$ cat src/rtl/apple_gen.sv
// Apple position/eat controller for the snake game: eat detection, inc_len growth
// pulse, LFSR relocation and apple pixel classification. Define APPLE_ROUND_EN for clipped corners.
module apple_gen #(
  parameter logic [15:0] SEED     = 16'hACE1,
  parameter int          INC_HOLD = 4,
  parameter int          MAX_EATS = 13
) (
  input  logic       clk,
  input  logic       reset,
  input  logic [9:0] x_pos,
  input  logic [9:0] y_pos,
  input  logic [5:0] head_x,
  input  logic [5:0] head_y,
  input  logic [1:0] game_status,
  output logic       inc_len,
  output logic       apple,
  output logic [5:0] apple_x,
  output logic [5:0] apple_y,
  output logic [7:0] score,
  output logic       full
);

  localparam logic [15:0] SEED_C    = (SEED == 16'h0000) ? 16'hACE1 : SEED;
  localparam logic [3:0]  HOLD_INIT = 4'(INC_HOLD - 1);
  localparam logic [1:0]  PLAY      = 2'b10;
  localparam logic [5:0]  RST_AX    = 6'd24;
  localparam logic [5:0]  RST_AY    = 6'd10;

  typedef enum logic [1:0] {IDLE, EAT, GAP, RELOC} state_t;

  state_t      state_q;
  logic [15:0] lfsr_q, lfsr_d;
  logic [3:0]  hold_q;
  logic [7:0]  score_q;
  logic [5:0]  apple_x_q, apple_y_q;
  logic        inc_len_q;
  logic [5:0]  cand_x, cand_y;
  logic        cand_ok, eat_hit;

  function automatic logic [7:0] sat_inc(input logic [7:0] v);
    return (v == 8'hFF) ? v : v + 8'd1;
  endfunction

  always_comb begin
    lfsr_d = {lfsr_q[14:0], lfsr_q[15] ^ lfsr_q[13] ^ lfsr_q[12] ^ lfsr_q[10]};
    cand_x = lfsr_q[5:0];
    cand_y = {1'b0, lfsr_q[12:8]};
    cand_ok = (cand_x >= 6'd1) && (cand_x <= 6'd38) &&
              (cand_y >= 6'd1) && (cand_y <= 6'd28) &&
              ({cand_x, cand_y} != {head_x, head_y}) &&
              ({cand_x, cand_y} != {apple_x_q, apple_y_q});
    eat_hit = (game_status == PLAY) && !full &&
              ({head_x, head_y} == {apple_x_q, apple_y_q});
  end

  assign full = (32'(score_q) >= 32'(MAX_EATS));

  always_ff @(posedge clk) begin
    if (!reset) begin
      state_q   <= IDLE;
      lfsr_q    <= SEED_C;
      hold_q    <= 4'd0;
      score_q   <= 8'd0;
      apple_x_q <= RST_AX;
      apple_y_q <= RST_AY;
      inc_len_q <= 1'b0;
    end else begin
      lfsr_q <= lfsr_d;
      case (state_q)
        IDLE: begin
          if (eat_hit) begin
            state_q   <= EAT;
            hold_q    <= HOLD_INIT;
            score_q   <= sat_inc(score_q);
            inc_len_q <= 1'b1;
          end
        end
        EAT: begin
          if (hold_q == 4'd0) begin
            state_q   <= GAP;
            inc_len_q <= 1'b0;
          end else begin
            hold_q <= hold_q - 4'd1;
          end
        end
        // one low cycle lets the snake's add-cube handshake re-arm
        GAP: state_q <= RELOC;
        RELOC: begin
          if (cand_ok) begin
            apple_x_q <= cand_x;
            apple_y_q <= cand_y;
            state_q   <= IDLE;
          end
        end
        default: state_q <= IDLE;
      endcase
    end
  end

  logic       in_cell;
  logic [3:0] lx, ly;
  logic       mask_ok;

  always_comb begin
    lx      = x_pos[3:0];
    ly      = y_pos[3:0];
    in_cell = (x_pos < 10'd640) && (y_pos < 10'd480) &&
              (x_pos[9:4] == apple_x_q) && (y_pos[9:4] == apple_y_q);
`ifdef APPLE_ROUND_EN
    mask_ok = !(((lx < 4'd2) || (lx > 4'd13)) && ((ly < 4'd2) || (ly > 4'd13)));
`else
    mask_ok = 1'b1;
`endif
  end

  assign apple   = in_cell && mask_ok;
  assign inc_len = inc_len_q;
  assign apple_x = apple_x_q;
  assign apple_y = apple_y_q;
  assign score   = score_q;

endmodule

$ cat config.mk
export PLATFORM = sky130hd
export DESIGN_NAME = apple_gen
export DESIGN_NICKNAME = d
export VERILOG_FILES = /design/src/rtl/apple_gen.sv
export SDC_FILE = /design/constraint.sdc
export NUM_CORES = 1
export LEC_CHECK = 0
export BUFFER_PORTS_ARGS = -buffer_cell sky130_fd_sc_hd__buf_2
export CORE_MARGIN = 1
export CORE_UTILIZATION = 25
export DETAILED_ROUTE_END_ITERATION = 8
export GPL_TIMING_DRIVEN = 0
export PLACE_DENSITY = 0.41
export SKIP_LAST_GASP = 1
export SYNTH_ARGS = -nofsm -noshare
export SYNTH_HDL_FRONTEND = slang
export SYNTH_SLANG_ARGS = --single-unit
$ cat constraint.sdc
create_clock -name clk -period 2.4 [get_ports clk]
set_input_delay 0.12 -clock clk [delete_from_list [all_inputs] [get_ports clk]]
set_output_delay 0.12 -clock clk [all_outputs]
set_load 0.01 [all_outputs]
# After elaboration in Yosys (flattened, before gate mapping)
# Cells that the tools add are included.
[word_totals]
in_bits = 36
reg_bits = 42
wordCells = 63
[classes]
reduce_logical = 19
order_cmp = 7
eq_ne = 14
bitwise_logic = 4
n_addsub = 2
mux = 10
[ops]
columns = ["op", "n"]
rows = [
  ["$eq 12x12->1", 1],
  ["$ne 12x12->1", 1],
  ["$reduce_and 3->1", 4],
  ["$ne 11x11->1", 1],
  ["$logic_and 1x1->1", 10],
  ["$lt 10x10->1 const B", 1],
  ["$lt 10x9->1 const B", 1],
  ["$add 8x1->8 const B", 1],
  ["$eq 8x8->1 const B", 1],
  ["$ge 8x4->1 const B", 1],
  ["$mux 4", 2],
  ["$ne 2x2->1 const B", 4],
  ["$pmux 2 s4", 1],
  ["$pmux 4 s2", 1],
  ["$eq 2x2->1 const B", 3],
  ["$eq 6x5->1", 1],
  ["$eq 6x6->1", 1],
  ["$ge 6x1->1 const B", 1],
  ["$le 6x6->1 const B", 1],
  ["$mux 2", 3],
  ["$ge 5x1->1 const B", 1],
  ["$le 5x5->1 const B", 1],
  ["$logic_not 4->1", 1],
  ["$sub 4x1->4 const B", 1],
  ["other kinds (9)", 12],
]

# Logic depth before layout (Yosys ltp)
[logic_depth]
ltp_word = 8
mapped_depth = 10
ltp_nobuf = 8

# Worst setup path before layout
# No wires, ideal clock.
[synth_path]
path_type = "register -> register"
startpoint = "register score_q[1], in the netlist score[1]"
endpoint = "register score_q[1], in the netlist score[1]"
path_stages_with_launch = 11
arrival_time_ns = 2.057
required_time_ns = 2.280
period_less_slack_ns = 2.177
setup_slack_ns = 0.223
setup_time_ns = 0.120
cell_sequence = "dfxtp_1 inv_1 ha_1 nor2b_1 o21ai_1 or4_1 buf_2 or2_1 buf_6 mux2i_1 nor2_1"
[synth_via]
elab_chain_len = 5
elab_cells_between_ends = 8
classes_between = "1 x add/sub; 1 x order compare; 1 x eq/ne; 1 x bitwise; 4 x reduce/logical"
[synth_rtl]
columns = ["item", "line", "rtl"]
rows = [
  ["start: declaration", "34", "logic [7:0] score_q;"],
  ["start signal: assignment", "74", "score_q <= sat_inc(score_q);"],
  ["$ge 8x4->1", "56", "assign full = (32'(score_q) >= 32'(MAX_EATS));"],
  ["net full", "20", "output logic full"],
  ["$logic_not 1->1", "52", "eat_hit = (game_status == PLAY) && !full &&"],
  ["$logic_and 1x1->1 (2 in a row)", "52", ""],
  ["$reduce_and 3->1 (no source line)", "n/a", ""],
]
# The timed path passes the listed nets, and every way through them passes these cells.
# A chain may end at the register's enable or synchronous reset.

# Final worst setup path
[layout_path]
startpoint = "register score_q[0], in the netlist score[0]"
endpoint = "register score_q[1], in the netlist score[1]"
[layout_via]
elab_chain_len = 5
elab_cells_between_ends = 8
classes_between = "1 x add/sub; 1 x order compare; 1 x eq/ne; 1 x bitwise; 4 x reduce/logical"
[layout_rtl]
columns = ["item", "line"]
rows = [
  ["$ge 8x4->1", "56"],
  ["$logic_not 1->1", "52"],
  ["$logic_and 1x1->1 (2 in a row)", "52"],
  ["$reduce_and 3->1 (no source line)", "n/a"],
]
# Several ways; a longest one is shown, not always the timed one.

==> results.py <==
metrics = {
    "grt": {
        "grt_pass1_vias": 1850,
        "grt_max_degree": 13,
        "antenna_found_initial": 0,
        "grt_pass1_wl_mm": 9.54,
        "grt_usage": 0.130,
        "overflow": 0,
    },
    "floorplanning": {
        "core_sq_um": 8720,
        "placementRows": 34,
        "io_pins": 59,
        "die_h_um": 96.7,
        "dieArea_sq_um": 9350,
        "die_x_um": 96.7,
        "initial_core_util": 0.257,
    },
    "synth": {
        "synth-seq-cells": 42,
        "synth_common_cells": "42 x dfxtp_1, 28 x xor2_1, 22 x xnor2_1",
        "synth_edf_count": 0,
        "yosysWarnings": 0,
        "ys_top_cells_by_area": "dfxtp_1 38%, xor2_1 11%, xnor2_1 8.6%",
        "syn_inst": 248,
        "synth_nets": 294,
        "netlist.top_cell.by_area": "dfxtp_1",
        "avgSynthCellArea_sq_um": 9.04,
        "ys.flop_type": "dfxtp_1",
        "yosysSeqAreaShare": 0.375,
        "ys_types": 39,
        "async_reset_ff_frac": 0,
        "yosysTopAreaCellShare": 0.375,
        "synth_most_common_cell": "dfxtp_1",
        "mappedNetlistArea_sq_um": 2240,
    },
    "clocking": {
        "cts-root-buf": "clkbuf_8",
        "clk_latency_ns": 0.29,
        "cts.path.max_buffers": 2,
        "clkSinkCount": 42,
        "cts_made_buffers": 5,
        "cts_tree": "done",
        "clk_pin_slew_ns": 0.08,
        "ctsResizeCount": 3,
        "cts_max_level": 2,
        "cts_setup_buffers": 0,
        "hold_buffers": 0,
    },
    "power_and_ir_drop": {
        "powerDensity_nw_per_um2": 496,
        "power_leakage_nw": 1.16,
        "vdd_drop_max_mv": 0.269,
    },
    "layout": {
        "antenna_cells": 0,
        "syn_to_final_growth_pct": 21.0,
        "design_area_sq_um": 2710,
        "instances_no_fill": 410,
        "final_layout_size_suffix_gt1_frac": 0.228,
        "nets": 347,
    },
    "placed_design": {
        "dp_cells": 405,
        "gp_congestion": 0.723,
        "post_dp_cell_area_sq_um": 2620,
        "hpwl_mm": 4.29,
        "numPortBuffers": 49,
    },
    "timing": {
        "hold_ws_ns": 0.0579,
        "drv_slew": 0,
        "clock_skew_ns": 0.00828,
        "rsz0062_at_grt": "yes",
        "setup_viol": 0,
        "finalHoldViolations": 0,
        "slew_headroom": 0.621,
        "fmax_ghz": 0.445,
        "period_needed_ns": 2.25,
        "finalCritPeriodShare": 0.936,
        "tightest_slew_ns": 0.568,
    },
    "routing": {
        "wl_per_cell_um": 13.8,
        "drt_iter0_drc": 76,
        "dr.pass1.iters": 4,
        "viasPerCell": 4.36,
        "ant_nets": 0,
        "finalWirelength_mm": 5.66,
        "route.detailed.drc": 0,
        "via_count": 1786,
    },
    "critical_path": {
        "critical_path_class": "reg2reg",
        "crit_start": "score[0]",
        "rr_startpoint": "score[0]",
        "r2r-end": "score[1]",
        "crit_path_max_fanout": 7,
        "arrival_ns": 2.41,
        "path_cells": "inv_1 -> ha_1 -> nor2b_1 -> o21ai_2 -> or4_4 -> or2_1 -> buf_6 -> mux2i_1 -> nor2_1",
        "crit_family": "simple AND/OR/NAND/NOR gates",
        "r2r_cells": 9,
        "endpoint": "score[1]",
        "startpoint_type": "flop",
        "crit_path_max_incr_delay_ns": 0.64,
        "worst-path-buf-inv": 2,
        "crit_slowest_cell": "or4_4",
        "critical_path_required_ns": 2.57,
        "cp.depth": 9,
        "reg2reg_slack_ns": 0.15,
        "end_kind": "flop",
    },
    "flow_run": {
        "maxCapViolations": 0,
    },
    "status": {
        "status": "finished, final reports clean",
    },
    "hold_path": {
        "min_path_cells": 2,
        "worst_hold_path_type": "in2reg",
    },
}
-- per-layer routing --
| layer | vias up | global-route usage | wire length (um) |
|---|---|---|---|
| met5 | - | 0 | 0 |
| met4 | 0 | 0.0379 | 59 |
| met3 | 4 | 0.0405 | 329 |
| met2 | 62 | 0.203 | 2380 |
| met1 | 796 | 0.172 | 2880 |
| li1 | 924 | - | - |
-- cell usage in the layout, fill, tap and decap left out, types with 9 or more instances in the layout --
master,netlist,layout
buf_2,2,50
dfxtp_1,42,41
xor2_1,28,28
xnor2_1,22,22
nand2_1,19,19
inv_1,17,17
nor2_1,13,13
mux2i_1,10,10
ha_1,10,10
nor4_1,9,9
nand2b_1,9,9
-- stage by stage --
step	TNS, ns	power, mW	setup WS (ns)	util
final	0	1.35	0.153	0.311
after floorplan	0	0.839	0.223	-
after global routing	-0.00138	1.43	-0.00138	0.311
after CTS	0	1.38	0.00487	0.312
after detailed placement	-0.392	0.899	-0.113	0.301
after global placement	-0.197	0.898	-0.0855	0.301
-- worst min path at each step --
stage                      from    endpoint  slack, ns
after floorplan           reset  lfsr_q[10]       0.21
after global placement    reset  lfsr_q[10]       0.36
after detailed placement  reset  lfsr_q[10]       0.37
after CTS                 reset  lfsr_q[10]       0.05
after global routing      reset  lfsr_q[10]       0.07
final                     reset  lfsr_q[10]       0.06
-- cells by family (layout without fill, tap and decap cells) --
kind of cell | after synthesis | after routing | synth area share
buffers and inverters | 27 | 81 | 0.0513
DFF | 42 | 42 | 0.375
AOI/OAI and AO/OA | 25 | 25 | 0.0787
adders and majority gates | 10 | 10 | 0.0558
xor gates and xnor gates | 50 | 50 | 0.195
muxes | 12 | 12 | 0.0547
and+or+nand+nor | 81 | 81 | 0.187
other | 1 | 1 | 0.00167
-- layout make-up --
type	instances	area [sq um]
fill	946	6010
multi-input combinational	179	1300
sequential	42	842
timing repair buffer	49	245
tap	108	135
clock buffer	7	86.3
inverter	17	63.8
buffer	7	38.8
clock inverter	1	5.00
-- power breakdown --
part / internal, mW / switching [mW]
clock: 0.232 / 0.235
sequential: 0.716 / 0.0302
combinational: 0.0654 / 0.0678
total: 1.01 / 0.333
-- worst reg2reg max path, stage by stage, from the launching register on --
cell     delay, ns
dfxtp_1       0.36
inv_1         0.10
ha_1          0.14
nor2b_1       0.17
o21ai_2       0.12
or4_4         0.65
or2_1         0.26
buf_6         0.14
mux2i_1       0.14
nor2_1        0.05
-- sequential cells by signal (all words and copies together), names as in the netlist --
name	flops
inc_len	1
score	8
apple_x	6
hold_q	4
apple_y	5
state_q	2
lfsr_q	16
Power figures use the tool's default switching activity.
